==> config.mk <==
export PLATFORM = sky130hd
export DESIGN_NAME = mem_port_arbiter_flat
export DESIGN_NICKNAME = d
export VERILOG_FILES = /design/src/rtl/mem_port_arbiter_if.sv /design/src/rtl/mem_port_arbiter.sv /design/src/flat_wrapper.sv
export SDC_FILE = /design/constraint.sdc
export NUM_CORES = 1
export LEC_CHECK = 0
export ABC_CLOCK_PERIOD_IN_PS = 5250
export BUFFER_PORTS_ARGS = -buffer_cell sky130_fd_sc_hd__buf_4
export CAP_MARGIN = 20
export CORE_MARGIN = 10
export CORE_UTILIZATION = 25
export CTS_CLUSTER_DIAMETER = 60
export DETAILED_ROUTE_END_ITERATION = 7
export PLACE_DENSITY = 0.56
export SETUP_SLACK_MARGIN = 0.4
export SLEW_MARGIN = 10
export SYNTH_ARGS = -nofsm -noshare
export SYNTH_HDL_FRONTEND = slang
export SYNTH_SLANG_ARGS = --single-unit
==> constraint.sdc <==
create_clock -name CLK_pi -period 5.25 [get_ports CLK_pi]
set_input_delay 0.525 -clock CLK_pi [delete_from_list [all_inputs] [get_ports CLK_pi]]
set_output_delay 0.525 -clock CLK_pi [all_outputs]
set_load 0.005 [all_outputs]
==> src/rtl/mem_port_arbiter_if.sv <==
// rtl/mem_port_arbiter_if.sv - fetch, load/store and memory-side signal bundle for mem_port_arbiter
interface mem_port_arbiter_if #(
    parameter int ADDR_W = 32,
    parameter int DATA_W = 32
);
    logic              IF_REQ_pi;
    logic [ADDR_W-1:0] IF_ADDR_pi;
    logic [DATA_W-1:0] IF_RDATA_po;
    logic              IF_DONE_po;
    logic              IF_STALL_po;
    logic              D_REQ_pi;
    logic              D_WE_pi;
    logic [ADDR_W-1:0] D_ADDR_pi;
    logic [DATA_W-1:0] D_WDATA_pi;
    logic [DATA_W-1:0] D_RDATA_po;
    logic              D_DONE_po;
    logic              D_STALL_po;
    logic              MEM_REQ_po;
    logic              MEM_WE_po;
    logic [ADDR_W-1:0] MEM_ADDR_po;
    logic [DATA_W-1:0] MEM_WDATA_po;
    logic [DATA_W-1:0] MEM_RDATA_pi;
    logic              MEM_ACK_pi;
    logic              ERR_po;

    modport master (
        input  IF_REQ_pi, IF_ADDR_pi, D_REQ_pi, D_WE_pi, D_ADDR_pi, D_WDATA_pi,
               MEM_RDATA_pi, MEM_ACK_pi,
        output IF_RDATA_po, IF_DONE_po, IF_STALL_po, D_RDATA_po, D_DONE_po, D_STALL_po,
               MEM_REQ_po, MEM_WE_po, MEM_ADDR_po, MEM_WDATA_po, ERR_po
    );

    modport slave (
        output IF_REQ_pi, IF_ADDR_pi, D_REQ_pi, D_WE_pi, D_ADDR_pi, D_WDATA_pi,
               MEM_RDATA_pi, MEM_ACK_pi,
        input  IF_RDATA_po, IF_DONE_po, IF_STALL_po, D_RDATA_po, D_DONE_po, D_STALL_po,
               MEM_REQ_po, MEM_WE_po, MEM_ADDR_po, MEM_WDATA_po, ERR_po
    );
endinterface

==> src/rtl/mem_port_arbiter.sv <==
// rtl/mem_port_arbiter.sv - fetch vs load/store arbiter for the unified single-port memory
// ARB_ROUND_ROBIN_EN selects round-robin grant; default build uses fixed data-over-fetch priority.
module mem_port_arbiter #(
    parameter int ADDR_W  = 32,
    parameter int DATA_W  = 32,
    parameter int TIMEOUT = 15
) (
    input  logic               CLK_pi,
    input  logic               CPU_RESET_pi,
    mem_port_arbiter_if.master bus
);
    typedef enum logic [1:0] {IDLE, BUSY_IF, BUSY_D, RESP} state_t;

    localparam int CNT_W = (TIMEOUT < 2) ? 1 : $clog2(TIMEOUT + 1);
    localparam logic [CNT_W-1:0] WD_LAST = CNT_W'((TIMEOUT > 0) ? TIMEOUT - 1 : 0);

    state_t            state_q, state_d;
    logic              own_ls_q, own_ls_d;
    logic              we_q, we_d;
    logic [ADDR_W-1:0] addr_q, addr_d;
    logic [DATA_W-1:0] wdata_q, wdata_d;
    logic [DATA_W-1:0] if_rdata_q, if_rdata_d;
    logic [DATA_W-1:0] d_rdata_q, d_rdata_d;
    logic              err_q, err_d;
    logic [CNT_W-1:0]  wd_cnt_q, wd_cnt_d;
    logic              busy;
    logic              timeout_hit;
    logic              grant_ls;
`ifdef ARB_ROUND_ROBIN_EN
    logic              last_ls_q, last_ls_d;
`endif

    always_comb begin
        state_d    = state_q;
        own_ls_d   = own_ls_q;
        we_d       = we_q;
        addr_d     = addr_q;
        wdata_d    = wdata_q;
        if_rdata_d = if_rdata_q;
        d_rdata_d  = d_rdata_q;
        err_d      = err_q;
        wd_cnt_d   = wd_cnt_q;
        busy        = (state_q == BUSY_IF) || (state_q == BUSY_D);
        timeout_hit = (TIMEOUT != 0) && (wd_cnt_q == WD_LAST);
`ifdef ARB_ROUND_ROBIN_EN
        last_ls_d  = last_ls_q;
        grant_ls   = bus.D_REQ_pi && (!bus.IF_REQ_pi || !last_ls_q);
`else
        grant_ls   = bus.D_REQ_pi;
`endif

        case (state_q)
            IDLE: begin
                if (bus.IF_REQ_pi || bus.D_REQ_pi) begin
                    own_ls_d = grant_ls;
                    we_d     = grant_ls && bus.D_WE_pi;
                    addr_d   = grant_ls ? bus.D_ADDR_pi : bus.IF_ADDR_pi;
                    wdata_d  = grant_ls ? bus.D_WDATA_pi : '0;
                    err_d    = 1'b0;
                    wd_cnt_d = '0;
                    state_d  = grant_ls ? BUSY_D : BUSY_IF;
`ifdef ARB_ROUND_ROBIN_EN
                    last_ls_d = grant_ls;
`endif
                end
            end
            BUSY_IF, BUSY_D: begin
                // An ack on the watchdog's final cycle still completes the access cleanly.
                if (bus.MEM_ACK_pi) begin
                    if (!own_ls_q) begin
                        if_rdata_d = bus.MEM_RDATA_pi;
                    end else if (!we_q) begin
                        d_rdata_d = bus.MEM_RDATA_pi;
                    end
                    state_d = RESP;
                end else if (timeout_hit) begin
                    err_d = 1'b1;
                    if (!own_ls_q) begin
                        if_rdata_d = '0;
                    end else begin
                        d_rdata_d = '0;
                    end
                    state_d = RESP;
                end else begin
                    wd_cnt_d = wd_cnt_q + 1'b1;
                end
            end
            RESP:    state_d = IDLE;
            default: state_d = IDLE;
        endcase

        // Memory-side attributes are only meaningful while the request is up.
        if (busy && state_d == RESP) begin
            we_d    = 1'b0;
            addr_d  = '0;
            wdata_d = '0;
        end
    end

    always_ff @(posedge CLK_pi or posedge CPU_RESET_pi) begin
        if (CPU_RESET_pi) begin
            state_q    <= IDLE;
            own_ls_q   <= 1'b0;
            we_q       <= 1'b0;
            addr_q     <= '0;
            wdata_q    <= '0;
            if_rdata_q <= '0;
            d_rdata_q  <= '0;
            err_q      <= 1'b0;
            wd_cnt_q   <= '0;
`ifdef ARB_ROUND_ROBIN_EN
            last_ls_q  <= 1'b0;
`endif
        end else begin
            state_q    <= state_d;
            own_ls_q   <= own_ls_d;
            we_q       <= we_d;
            addr_q     <= addr_d;
            wdata_q    <= wdata_d;
            if_rdata_q <= if_rdata_d;
            d_rdata_q  <= d_rdata_d;
            err_q      <= err_d;
            wd_cnt_q   <= wd_cnt_d;
`ifdef ARB_ROUND_ROBIN_EN
            last_ls_q  <= last_ls_d;
`endif
        end
    end

    assign bus.MEM_REQ_po   = busy;
    assign bus.MEM_WE_po    = we_q;
    assign bus.MEM_ADDR_po  = addr_q;
    assign bus.MEM_WDATA_po = wdata_q;
    assign bus.IF_RDATA_po  = if_rdata_q;
    assign bus.D_RDATA_po   = d_rdata_q;
    assign bus.IF_DONE_po   = (state_q == RESP) && !own_ls_q;
    assign bus.D_DONE_po    = (state_q == RESP) && own_ls_q;
    assign bus.ERR_po       = (state_q == RESP) && err_q;
    assign bus.IF_STALL_po  = bus.IF_REQ_pi && !bus.IF_DONE_po;
    assign bus.D_STALL_po   = bus.D_REQ_pi && !bus.D_DONE_po;
endmodule

==> src/flat_wrapper.sv <==
// flat-port wrapper written by rule: the top's interface ports become plain ports
module mem_port_arbiter_flat 
#(
    parameter int ADDR_W  = 32,
    parameter int DATA_W  = 32,
    parameter int TIMEOUT = 15
)
  (CLK_pi, CPU_RESET_pi, bus_IF_REQ_pi, bus_IF_ADDR_pi, bus_D_REQ_pi, bus_D_WE_pi, bus_D_ADDR_pi, bus_D_WDATA_pi, bus_MEM_RDATA_pi, bus_MEM_ACK_pi, bus_IF_RDATA_po, bus_IF_DONE_po, bus_IF_STALL_po, bus_D_RDATA_po, bus_D_DONE_po, bus_D_STALL_po, bus_MEM_REQ_po, bus_MEM_WE_po, bus_MEM_ADDR_po, bus_MEM_WDATA_po, bus_ERR_po);
  mem_port_arbiter_if #(.ADDR_W(ADDR_W), .DATA_W(DATA_W)) bus_i ();
  input  logic CLK_pi;
  input  logic CPU_RESET_pi;
  input wire logic [$bits(bus_i.IF_REQ_pi)-1:0] bus_IF_REQ_pi;
  input wire logic [$bits(bus_i.IF_ADDR_pi)-1:0] bus_IF_ADDR_pi;
  input wire logic [$bits(bus_i.D_REQ_pi)-1:0] bus_D_REQ_pi;
  input wire logic [$bits(bus_i.D_WE_pi)-1:0] bus_D_WE_pi;
  input wire logic [$bits(bus_i.D_ADDR_pi)-1:0] bus_D_ADDR_pi;
  input wire logic [$bits(bus_i.D_WDATA_pi)-1:0] bus_D_WDATA_pi;
  input wire logic [$bits(bus_i.MEM_RDATA_pi)-1:0] bus_MEM_RDATA_pi;
  input wire logic [$bits(bus_i.MEM_ACK_pi)-1:0] bus_MEM_ACK_pi;
  output wire logic [$bits(bus_i.IF_RDATA_po)-1:0] bus_IF_RDATA_po;
  output wire logic [$bits(bus_i.IF_DONE_po)-1:0] bus_IF_DONE_po;
  output wire logic [$bits(bus_i.IF_STALL_po)-1:0] bus_IF_STALL_po;
  output wire logic [$bits(bus_i.D_RDATA_po)-1:0] bus_D_RDATA_po;
  output wire logic [$bits(bus_i.D_DONE_po)-1:0] bus_D_DONE_po;
  output wire logic [$bits(bus_i.D_STALL_po)-1:0] bus_D_STALL_po;
  output wire logic [$bits(bus_i.MEM_REQ_po)-1:0] bus_MEM_REQ_po;
  output wire logic [$bits(bus_i.MEM_WE_po)-1:0] bus_MEM_WE_po;
  output wire logic [$bits(bus_i.MEM_ADDR_po)-1:0] bus_MEM_ADDR_po;
  output wire logic [$bits(bus_i.MEM_WDATA_po)-1:0] bus_MEM_WDATA_po;
  output wire logic [$bits(bus_i.ERR_po)-1:0] bus_ERR_po;
  assign bus_i.IF_REQ_pi = bus_IF_REQ_pi;
  assign bus_i.IF_ADDR_pi = bus_IF_ADDR_pi;
  assign bus_i.D_REQ_pi = bus_D_REQ_pi;
  assign bus_i.D_WE_pi = bus_D_WE_pi;
  assign bus_i.D_ADDR_pi = bus_D_ADDR_pi;
  assign bus_i.D_WDATA_pi = bus_D_WDATA_pi;
  assign bus_i.MEM_RDATA_pi = bus_MEM_RDATA_pi;
  assign bus_i.MEM_ACK_pi = bus_MEM_ACK_pi;
  assign bus_IF_RDATA_po = bus_i.IF_RDATA_po;
  assign bus_IF_DONE_po = bus_i.IF_DONE_po;
  assign bus_IF_STALL_po = bus_i.IF_STALL_po;
  assign bus_D_RDATA_po = bus_i.D_RDATA_po;
  assign bus_D_DONE_po = bus_i.D_DONE_po;
  assign bus_D_STALL_po = bus_i.D_STALL_po;
  assign bus_MEM_REQ_po = bus_i.MEM_REQ_po;
  assign bus_MEM_WE_po = bus_i.MEM_WE_po;
  assign bus_MEM_ADDR_po = bus_i.MEM_ADDR_po;
  assign bus_MEM_WDATA_po = bus_i.MEM_WDATA_po;
  assign bus_ERR_po = bus_i.ERR_po;
  mem_port_arbiter #(.ADDR_W(ADDR_W), .DATA_W(DATA_W), .TIMEOUT(TIMEOUT)) u_core (.CLK_pi(CLK_pi), .CPU_RESET_pi(CPU_RESET_pi), .bus(bus_i));
endmodule
# Yosys cells after proc, flatten, opt, wreduce, memory -nomap -nowiden
# Cells that the tools add are included.
# totals
output_inout_bits	135
ff_bits	137
wordCells	78
inputBits	134
# classes
mux	33
bitwise	1
add_sub_neg	1
reduce_logical	24
eq_ne	10
# op_table
op	n
two-way mux 32 bit	17
two-way mux 4 bit	3
AND reduction 4 bit	3
two-way mux 2 bit	4
one-hot mux 4 bit (2 select lines)	1
nonzero test 2 bit	4
logical AND 1 bit	7
== test 2 bit, second input constant	3
two-way mux 1 bit	6
!= test 2 bit, second input constant	3
one-hot mux 2 bit (3 select lines)	1
adder 4 x 1 -> 4 bit, second input constant	1
== test 4 bit, second input constant	1
!= test 2 x 1 -> 1 bit, second input constant	2
AND reduction 2 bit	2
zero test 1 bit	3
AND reduction 3 bit	1
== test 2 x 1 -> 1 bit, second input constant	1
zero test 2 bit	1
logical OR 1 bit	2
one-hot mux 1 bit (2 select lines)	1
OR reduction 2 bit	1
inverter 1 bit	1

# Depth between registers and ports, before layout
# Gate-level depths: netlist of the first run.
# logic_depth
ltp_word	8
depth_mapped	8
ltp_nobuf	5

# Least setup slack after synthesis of the first run
# No wires, ideal clock.
# synth_path
path_kind	register to register
start	reg u_core.state_q[0]
end	reg u_core.wd_cnt_q[1]
n_path_buf	2
t_required_ps	5126
path_stages_with_launch	8
period_less_slack_ps	1882
setup_time_ps	124
setup_slack_ps	3368
arrival_ps	1758
cell_sequence	dfrtp_1 > inv_1 > ha_1 > buf_6 > or2_2 > clkbuf_1 > and4_4 > a211o_1
# synth_between
elab_chain_cells	4
word_cells_on_any_way	10
cone_classes	eq/ne: 5; mux: 1; reduce/logical: 4
# synth_rtl
item	line	text
start: declaration	mem_port_arbiter.sv:17	state_t state_q, state_d;
start signal: assignment	mem_port_arbiter.sv:115	state_q <= state_d;
== test 2 bit / == test 2 x 1 -> 1 bit (equally long branches)	mem_port_arbiter.sv:52	case (state_q)
OR reduction 2 bit	mem_port_arbiter.sv:52	
!= test 2 bit (no source line) / nonzero test 2 bit (equally long branches)	-	
AND reduction 4 bit (no source line)	-	
end signal: assignment	mem_port_arbiter.sv:123	wd_cnt_q <= wd_cnt_d;
end: declaration	mem_port_arbiter.sv:25	logic [CNT_W-1:0] wd_cnt_q, wd_cnt_d;
# Parallel ways exist; a longest one is shown, timed or not.
# A chain may end at the register's enable or synchronous reset.

# Worst setup path after layout of the first run
# layout_path
start	reg u_core.state_q[0]
end	reg u_core.wdata_q[11], in the netlist u_core.bus.MEM_WDATA_po[11]
# layout_between
elab_chain_cells	7
word_cells_on_any_way	16
cone_classes	eq/ne: 4; mux: 5; reduce/logical: 7
# layout_rtl
item	line	text
== test 2 bit (tied with other cells)	mem_port_arbiter.sv:43, mem_port_arbiter.sv:52	
OR reduction 2 bit / two-way mux 2 bit (equally long branches)	mem_port_arbiter.sv:52, mem_port_arbiter.sv:69	
one-hot mux 2 bit (3 select lines)	mem_port_arbiter.sv:52	
== test 2 bit	mem_port_arbiter.sv:93	if (busy && state_d == RESP) begin
logical AND 1 bit	mem_port_arbiter.sv:93	
nonzero test 2 bit (no source line)	-	
AND reduction 2 bit (no source line)	-	
end signal: assignment	mem_port_arbiter.sv:119	wdata_q <= wdata_d;
end: declaration	mem_port_arbiter.sv:21	logic [DATA_W-1:0] wdata_q, wdata_d;
# Parallel ways exist; a longest one is shown, timed or not.

==> results of run 1 <==
==> final cells by class <==
class	instances	area share
clock buffer	18	0.0496
timing repair buffer	277	0.237
tap	319	0.0451
multi-input combinational	316	0.250
sequential	137	0.387
inverter	38	0.0167
clock inverter	14	0.0143
==> metal layers <==
metal,up-vias,track usage,wire length (µm),part of all wire
met5,-,0,0,0
met4,0,0.0325,225,0.011
met3,12,0.0538,1840,0.092
met2,201,0.195,9080,0.45
met1,2372,0.163,8920,0.44
li1,2416,-,-,-
==> metrics by stage <==
| step | power, mW | hold WS, ps |
|---|---|---|
| 2_1_floorplan | 3.00 | 489 |
| 3_3_place_gp | 4.12 | 483 |
| 3_5_place_dp | 4.15 | 484 |
| 4_1_cts | 5.34 | 303 |
| 5_1_grt | 5.69 | 302 |
| 6_report | 5.28 | 305 |
==> logic make-up after synthesis <==
group | after synthesis | share of synthesized area
buffers and inverters | 85 | 0.0678
DFF | 137 | 0.568
adders and majority gates | 4 | 0.00830
muxes | 34 | 0.0564
and+or+nand+nor | 160 | 0.138
AOI/OAI and AO/OA | 118 | 0.161
==> flip-flops by register name, indices dropped and copies added (netlist names), 2 cells and up <==
signal                   count
u_core.bus.MEM_ADDR_po      32
u_core.bus.IF_RDATA_po      32
u_core.state_q               2
u_core.bus.MEM_WDATA_po     32
u_core.wd_cnt_q              4
u_core.bus.D_RDATA_po       32
==> worst register-to-register path: stages (launching register included) <==
cell	delay, ps
dfrtp_1	410
inv_1	70
ha_1	650
nand2b_1	190
o211a_1	480
buf_16	270
a22o_1	200
==> path summary, 6_finish.rpt <==
kind                                               end  slack [ps]  cells after the start
max                        u_core.bus.MEM_WDATA_po[11]        2880                      6
min                        u_core.bus.MEM_WDATA_po[20]         300                      2
max reg2reg                u_core.bus.MEM_WDATA_po[11]        2880                      6
min reg2reg                u_core.bus.MEM_WDATA_po[29]         500                      1
max in group asynchronous     u_core.bus.D_RDATA_po[4]        3820                      3
min in group CLK_pi         u_core.bus.MEM_WDATA_po[3]         330                      2
==> cells in the final DEF (no fill, tap or decap), types with 32 or more instances in the layout <==
cell | Yosys | final
a211oi_1 | 32 | 32
a22o_1 | 65 | 65
buf_4 | 7 | 276
dfrtp_1 | 137 | 137
inv_1 | 38 | 37
mux2i_1 | 34 | 34
nand2_1 | 38 | 38
nor2_1 | 35 | 35
nor2b_1 | 37 | 37
nor4_1 | 32 | 32
==> power by group through the flow <==
stage	Combinational [mW]	Clock (mW)	Sequential (mW)
3_5_place_dp	2.31	0	1.84
2_1_floorplan	1.17	0	1.84
6_report	2.28	1.17	1.83
5_1_grt	2.54	1.26	1.90
3_3_place_gp	2.27	0	1.84
4_1_cts	2.30	1.20	1.84
==> results.py, run 1 <==
metrics = {
    "outcome": {
        "status": "completed",
    },
    "pwr": {
        "power_frac_comb": 0.432,
        "p_int_mw": 3.37,
        "switching_share": 0.361,
        "p_sw_mw": 1.91,
        "leakagePower_nw": 4.32,
        "seq_power_share": 0.347,
        "ir_worst_vdd_mv": 0.231,
        "powerDensity_nw_per_um2": 597,
        "clkPwrFrac": 0.221,
    },
    "die": {
        "io_pins": 269,
        "die_area_um2": 30700,
        "die_x_um": 175,
        "die_y_um": 175,
        "rows": 56,
        "initial_utilization": 0.256,
        "coreArea_um2": 23600,
    },
    "sta": {
        "slew_viol_final": 0,
        "timing.slew.headroom": 0.398,
        "finClkSkew_ps": 20.5,
        "rsz0062_at_grt": "false",
        "fin_crit_ps": 2370,
        "finalWorstSetupSlack_ps": 2880,
        "finalSetupViolations": 0,
        "hold_violations": 0,
        "fmax_mhz": 423,
        "tightest_slew_ps": 903,
        "fin_tns_setup_ps": 0,
        "fin_crit_sh": 0.451,
    },
    "yosys": {
        "synthFlopType": "dfrtp_1",
        "synth_top_area_cell": "dfrtp_1",
        "yosysSeqAreaShare": 0.568,
        "async_flop_share": 1.00,
        "synth.net_count": 676,
        "syn_inst": 538,
        "synth_common_cells": "dfrtp_1 (137), a22o_1 (65), inv_1 (38), nand2_1 (38), nor2b_1 (37)",
        "yosys_warnings": 0,
        "synth_area_um2": 6030,
        "netlist.area_leader.share": 0.568,
        "synth_edf_count": 0,
        "syn_area_per_cell_um2": 11.2,
        "synth_area_leaders": "dfrtp_1 (57%), a22o_1 (9.4%), mux2i_1 (5.6%)",
        "synth_most_common_cell": "dfrtp_1",
        "synth_cell_type_count": 41,
        "synth-seq-cells": 137,
    },
    "global_routing": {
        "grt_overflow_total": 0,
        "grt_pass1_wl_um": 31400,
        "antenna_found_initial": 0,
        "grt_pass1_vias": 5368,
        "grt_max_degree": 96,
        "grt_usage": 0.128,
    },
    "clock_network": {
        "hold_buffers": 0,
        "post-cts-setup-buffer-count": 0,
        "clockBufferDepth": 2,
        "clock_sinks": 137,
        "cts-resized-gates": 0,
        "clock-root-buffer": "clkbuf_16",
        "cts_buffers": 17,
        "clk_latency_ps": 420,
        "cts_tree": "done",
        "htreeDepth": 4,
        "clk_pin_slew_ps": 70,
    },
    "run": {
        "max_cap_violations": 0,
    },
    "detailed_routing": {
        "routed_wl_um": 20100,
        "vias": 5001,
        "drc": 0,
        "wire_per_inst_um": 17.9,
        "via_per_inst": 4.47,
        "postRouteAntennaNets": 0,
        "drt-initial-drc-count": 305,
        "first_pass_iters": 4,
    },
    "layout": {
        "final-instance-count-excl-fill": 1119,
        "nFillCells": 2352,
        "nets": 925,
        "syn_to_final_growth_pct": 46.7,
        "multiInputGateArea_um2": 2210,
        "drive_gt1_frac": 0.398,
        "utilization": 0.375,
        "antenna_cells": 0,
        "postLayoutCellArea_um2": 8850,
        "seqCellArea_um2": 3430,
    },
    "setup_path": {
        "r2r_start": "u_core.state_q[0]",
        "end_kind": "flop",
        "worstSetupStartpointType": "flop",
        "crit_fanout": 20,
        "setup.worst_path.start": "u_core.state_q[0]",
        "worstPathRequired_ps": 5550,
        "crit_chain": "inv_1 > ha_1 > nand2b_1 > o211a_1 > buf_16 > a22o_1",
        "critPathMaxStageDelay_ps": 650,
        "cp.arrival_ps": 2670,
        "crit_type": "flop to flop",
        "crit_family": "compound AO/OA/AOI/OAI gates",
        "crit_slowest_cell": "ha_1",
        "path_buf_inv": 2,
    },
    "place": {
        "place.gp.congestion": 0.745,
        "placed_cell_area_um2": 8260,
        "hpwl_um": 14200,
        "port_buffers": 268,
        "dp.cells": 1086,
        "dp_worst_setup_slack_ps": 2710,
    },
    "min_path": {
        "hp-class": "input pin to async pin",
    },
}
Note: power is estimated with default switching activity, not from simulation.
==> run 2: changes to the inputs <==
Settings changed: ABC_AREA from default to 1, ABC_CLOCK_PERIOD_IN_PS 5250 to 2500.
Clock period 5.25 ns to 2.5 ns, I/O delays scaled along.
==> run 2 against run 1 <==
Routed wire length increased by 7.9%. Cell count increased by 21%. Largest power group unchanged. Fmax increased by 22%. First-iteration DRC count increased by 22%. Critical path type unchanged. Non-clock buffer count unchanged. Via count increased by 13%. Highest routed layer is now met5. Count of clock-buffer cells in the layout decreased by 1.
==> results.py, run 2 <==
metrics = {
    "outcome": {
        "status": "completed",
    },
    "die": {
        "die_area_um2": 31400,
        "coreArea_um2": 24300,
        "die_x_um": 177,
        "die_y_um": 177,
        "initial_utilization": 0.254,
        "io_pins": 269,
        "rows": 57,
    },
    "detailed_routing": {
        "via_per_inst": 4.18,
        "first_pass_iters": 4,
        "vias": 5646,
        "postRouteAntennaNets": 0,
        "drc": 0,
        "drt-initial-drc-count": 371,
        "routed_wl_um": 21700,
        "wire_per_inst_um": 16.0,
    },
    "pwr": {
        "ir_worst_vdd_mv": 0.579,
        "leakagePower_nw": 5.07,
        "powerDensity_nw_per_um2": 1200,
    },
    "yosys": {
        "synth_area_leaders": "dfrtp_1 (55%), nand2_1 (24%), o21ai_0 (3.7%)",
        "synth.net_count": 897,
        "netlist.area_leader.share": 0.555,
        "synth_area_um2": 6180,
        "synthFlopType": "dfrtp_1",
        "synth-seq-cells": 137,
        "yosysSeqAreaShare": 0.555,
        "yosys_warnings": 0,
        "synth_common_cells": "nand2_1 (402), dfrtp_1 (137), o21ai_0 (46)",
        "synth_cell_type_count": 25,
        "synth_most_common_cell": "nand2_1",
        "synth_top_area_cell": "dfrtp_1",
        "syn_area_per_cell_um2": 8.14,
        "async_flop_share": 1.00,
        "syn_inst": 759,
        "synth_edf_count": 0,
    },
    "layout": {
        "final-instance-count-excl-fill": 1350,
        "syn_to_final_growth_pct": 47.1,
        "mostFrequentLayoutCells": "nand2_1 (402), buf_4 (274), dfrtp_1 (137), o21ai_0 (46), inv_1 (42)",
        "nets": 1151,
        "multiInputGateArea_um2": 2410,
        "seqCellArea_um2": 3430,
        "postLayoutCellArea_um2": 9090,
        "antenna_cells": 0,
        "layout_commonest_cell": "nand2_1",
        "nFillCells": 2547,
        "drive_gt1_frac": 0.336,
    },
    "place": {
        "hpwl_um": 14900,
        "place.gp.congestion": 0.836,
        "dp.cells": 1316,
        "port_buffers": 268,
        "placed_cell_area_um2": 8490,
    },
    "setup_path": {
        "reg2reg_to": "u_core.bus.MEM_WDATA_po[4]",
        "crit_fanout": 33,
        "crit_type": "flop to flop",
        "critPathMaxStageDelay_ps": 410,
        "end_kind": "flop",
        "crit_chain": "inv_1 > ha_4 > inv_2 > nor2_2 > nand2_1 > nand2_1 > nand3_4 > buf_4 > nand3_1 > nand2_1",
        "ff2ff_path_depth": 10,
        "r2r_start": "u_core.state_q[0]",
        "setup.worst_path.start": "u_core.state_q[0]",
        "cp.depth": 10,
        "cp.arrival_ps": 2250,
        "path_buf_inv": 3,
        "crit_slowest_cell": "ha_4",
        "endpoint": "u_core.bus.MEM_WDATA_po[4]",
        "regToRegSetupSlack_ps": 550,
        "crit_top_cell": "nand2_1",
        "worstSetupStartpointType": "flop",
        "crit_family": "simple AND/OR/NAND/NOR gates",
        "worstPathRequired_ps": 2800,
    },
    "sta": {
        "hold_violations": 0,
        "timing.slew.headroom": 0.477,
        "tightest_slew_ps": 785,
        "slew_viol_final": 0,
        "rsz0062_at_grt": "true",
        "fin_tns_setup_ps": 0,
        "fin_crit_ps": 1950,
        "finClkSkew_ps": 10.5,
        "fin_crit_sh": 0.779,
        "finalSetupViolations": 0,
        "fmax_mhz": 514,
    },
    "global_routing": {
        "grt_usage": 0.133,
        "grtUsageMet3": 0.0664,
        "grtUsageMet1": 0.167,
        "grt_overflow_total": 0,
        "busiest_layer": "met2",
        "grt_pass1_wl_um": 33100,
        "grt_pass1_vias": 5701,
        "gr-usage-met2": 0.198,
        "antenna_found_initial": 1,
        "grt_max_degree": 138,
    },
    "min_path": {
        "hp-class": "input pin to flop",
        "min_from": "bus_D_WDATA_pi[14]",
    },
    "clock_network": {
        "clock-root-buffer": "clkbuf_16",
        "clk_pin_slew_ps": 60,
        "clockBufferDepth": 2,
        "post-cts-setup-buffer-count": 0,
        "clock_sinks": 137,
        "cts_tree": "done",
        "cts_buffers": 17,
        "htreeDepth": 4,
        "clk_latency_ps": 420,
    },
    "run": {
        "max_cap_violations": 0,
    },
}
## run 2: changes by cell type after synthesis, moves of 11 or more
cell	change
a22o_1	-65
nand3_2	+22
clkbuf_1	+15
o21ai_1	+24
mux2i_1	-34
o21ai_0	+43
nor2b_1	-37
nand3_1	+15
nor2_1	-31
a211oi_1	-32
buf_2	-11
nand2_1	+364
nor4_1	-32
## run 2: logic make-up (layout without fill, tap and decap cells)
| family | after synthesis | in the layout | synth area share |
|---|---|---|---|
| and+or+nand+nor | 452 | 454 | 0.307 |
| DFF | 137 | 137 | 0.555 |
| buffers and inverters | 90 | 355 | 0.0664 |
| AOI/OAI and AO/OA | 75 | 75 | 0.0622 |
| adders and majority gates | 4 | 4 | 0.00810 |
| xor gates and xnor gates | 1 | 1 | 0.00142 |
## run 2: cell type report
cell class | instances | share of cell area
clock buffers | 17 | 0.0468
clock inverters | 15 | 0.0142
inverters | 46 | 0.0197
multi-input cells | 534 | 0.265
flip-flops and latches | 137 | 0.377
well taps | 324 | 0.0446
repair buffers | 277 | 0.233
## run 2: what timing repair did
item | in CTS | in global routing
pin swaps | 2 | 2
resized for setup | 2 | 2
gates cloned | 1 | 1
setup endpoints to repair | 67 | 96
hold buffers | 0 | 0
## run 2: how the worst min path moves through the flow
stage	to	slack, ps	cells after the start
finish	u_core.bus.MEM_WDATA_po[14]	30	3
global route	u_core.bus.MEM_WDATA_po[21]	10	3
CTS	u_core.bus.MEM_WDATA_po[28]	10	3
detailed placement	u_core.bus.MEM_WDATA_po[18]	450	3
global placement	u_core.bus.MEM_WDATA_po[30]	450	3
floorplan	u_core.bus.MEM_WDATA_po[20]	370	2
## run 2: layer usage
| layer | vias up | share of wire |
|---|---|---|
| li1 | 2854 | - |
| met1 | 2555 | 0.44 |
| met2 | 222 | 0.43 |
| met3 | 13 | 0.12 |
| met4 | 2 | 0.0097 |
| met5 | - | 0.00092 |
## run 2: where the power goes
part	total (mW)	leakage, nW	switching [mW]	internal [mW]
clock	2.43	0.271	1.13	1.31
sequential	3.83	1.77	0.608	3.22
combinational	4.65	3.03	2.47	2.18
## run 2: worst reg2reg max path: stages (launching register included)
cell	delay, ps
dfrtp_1	370
inv_1	90
ha_4	410
inv_2	90
nor2_2	100
nand2_1	60
nand2_1	120
nand3_4	80
buf_4	280
nand3_1	160
nand2_1	60
## run 2: through the flow
stage          setup slack, ps   util  power (mW)  hold WS [ps]
2_1_floorplan              543      -        6.05           367
3_3_place_gp               233  0.349        8.44           451
3_5_place_dp               118  0.349        8.49           455
4_1_cts                    384  0.373        11.1          10.6
5_1_grt                    368  0.374        11.9          13.4
6_report                   553  0.374        10.9          29.1
==> run 3: changes to the inputs <==
Settings changed: ABC_CLOCK_PERIOD_IN_PS 2500 to 1900.
Clock period 2.5 ns to 1.9 ns, I/O delays scaled along.
==> run 3 against run 2 <==
Clock power up 43%. Clock skew up 12 ps. First-iteration DRC count down 2.4%. Via count up 3.8%. Flip-flop and latch count unchanged.
==> results.py, run 3 (synthesis gave the netlist of run 2 again) <==
metrics = {
    "layout": {
        "syn_to_final_growth_pct": 59.1,
        "postLayoutCellArea_um2": 9830,
        "layout_commonest_cell": "nand2_1",
        "drive_gt1_frac": 0.357,
        "final-instance-count-excl-fill": 1402,
        "multiInputGateArea_um2": 2470,
        "seqCellArea_um2": 3430,
        "mostFrequentLayoutCells": "nand2_1 (398), buf_4 (276), dfrtp_1 (137), o21ai_0 (40), inv_1 (39)",
        "nFillCells": 2454,
        "nets": 1199,
    },
    "place": {
        "place.gp.congestion": 0.833,
        "hpwl_um": 15300,
        "placed_cell_area_um2": 8660,
        "dp_worst_setup_slack_ps": 217,
        "port_buffers": 268,
        "dp.cells": 1323,
    },
    "min_path": {
        "hp-class": "input pin to flop",
        "min_from": "bus_MEM_RDATA_pi[16]",
    },
    "sta": {
        "slew_viol_final": 0,
        "hold_ws_ps": 37.1,
        "finalWorstSetupSlack_ps": 280,
        "tightest_slew_ps": 467,
        "fin_crit_sh": 0.853,
        "timing.slew.headroom": 0.689,
        "finClkSkew_ps": 22.3,
        "finalSetupViolations": 0,
        "rsz0062_at_grt": "true",
        "fin_tns_setup_ps": 0,
        "fmax_mhz": 617,
        "fin_crit_ps": 1620,
        "hold_violations": 0,
    },
    "global_routing": {
        "grt_max_degree": 79,
        "grt_pass1_vias": 5933,
        "grt_pass1_wl_um": 34000,
        "grt_overflow_total": 0,
        "antenna_found_initial": 3,
        "grt_usage": 0.136,
    },
    "clock_network": {
        "htreeDepth": 4,
        "clk_latency_ps": 420,
        "cts_tree": "done",
        "clock-root-buffer": "clkbuf_16",
        "cts_buffers": 17,
        "clk_pin_slew_ps": 70,
        "clock_sinks": 137,
        "clockBufferDepth": 2,
    },
    "run": {
        "max_cap_violations": 0,
    },
    "detailed_routing": {
        "routed.top_layer": "met4",
        "first_pass_iters": 7,
        "wl_met1_um": 9750,
        "postRouteAntennaNets": 0,
        "route.met2.wl_um": 10100,
        "drt-initial-drc-count": 362,
        "routed_wl_um": 22600,
        "wl_met3_um": 2520,
        "wire_per_inst_um": 16.1,
        "drc": 0,
        "vias": 5862,
        "via_per_inst": 4.18,
    },
    "die": {
        "die_x_um": 177,
        "rows": 57,
        "initial_utilization": 0.254,
        "die_area_um2": 31400,
        "die_y_um": 177,
        "io_pins": 269,
        "coreArea_um2": 24300,
    },
    "setup_path": {
        "path_buf_inv": 4,
        "worstPathRequired_ps": 2200,
        "worstSetupStartpointType": "flop",
        "crit_fanout": 16,
        "crit_family": "buffers and inverters",
        "crit_chain": "inv_2 > ha_4 > buf_8 > buf_6 > nand3_4 > clkbuf_16 > nand2_1 > o21ai_0",
        "cp.arrival_ps": 1920,
        "crit_type": "flop to flop",
        "r2r_start": "u_core.state_q[0]",
        "crit_slowest_cell": "dfrtp_1",
        "critPathMaxStageDelay_ps": 390,
        "end_kind": "flop",
        "setup.worst_path.start": "u_core.state_q[0]",
    },
    "outcome": {
        "status": "completed",
    },
    "pwr": {
        "ir_worst_vdd_mv": 0.664,
        "leakagePower_nw": 5.39,
        "powerDensity_nw_per_um2": 1560,
    },
}
## run 3: power by group
group / leakage [nW] / total (mW) / internal [mW] / switching, mW
Clock: 0.294 / 3.48 / 2.04 / 1.43
Combinational: 3.33 / 6.81 / 3.37 / 3.44
Sequential: 1.77 / 5.09 / 4.25 / 0.848
## run 3: timing repair
| item | CTS | global route |
|---|---|---|
| hold buffers | 34 | 0 |
| hold endpoints to repair | 170 | 0 |
| cloned | 1 | 4 |
| pin swaps | 1 | 0 |
| setup buffers | 3 | 1 |
| endpoints found under the setup margin | 136 | 140 |
| gates resized for setup | 9 | 19 |
## run 3: per-stage QoR
| stage | util | power, mW |
|---|---|---|
| after floorplan | - | 8.13 |
| after global placement | 0.356 | 11.4 |
| after detailed placement | 0.356 | 11.5 |
| after CTS | 0.398 | 15.4 |
| after global routing | 0.404 | 16.7 |
| final | 0.404 | 15.4 |
## run 3: final timing paths
path	slack (ps)	cells after the start	end
min	40	3	u_core.bus.IF_RDATA_po[16]
max reg2reg	280	8	u_core.bus.IF_RDATA_po[25]
max in group asynchronous	1040	4	u_core.bus.MEM_WDATA_po[24]
max	280	8	u_core.bus.IF_RDATA_po[25]
min in group asynchronous	440	4	u_core.bus.IF_RDATA_po[5]
min reg2reg	490	2	u_core.bus.IF_RDATA_po[21]
## run 3: final cells by class
class	count	area share
clock inverter	13	0.0159
inverter	46	0.0184
clock buffer	19	0.0461
multi-input combinational	532	0.251
timing repair buffer	327	0.278
sequential	137	0.349
tap	324	0.0412
antenna	4	0.00102
## run 3: worst register-to-register path, stage by stage (launching register included)
cell	delay, ps
dfrtp_1	390
inv_2	70
ha_4	290
buf_8	120
buf_6	100
nand3_4	160
clkbuf_16	250
nand2_1	60
o21ai_0	60
## run 3: per-layer routing
metal | up-vias | GRT usage
li1 | 2960 | -
met1 | 2680 | 0.166
met2 | 213 | 0.207
met3 | 9 | 0.0719
met4 | 0 | 0.0319
met5 | - | 0
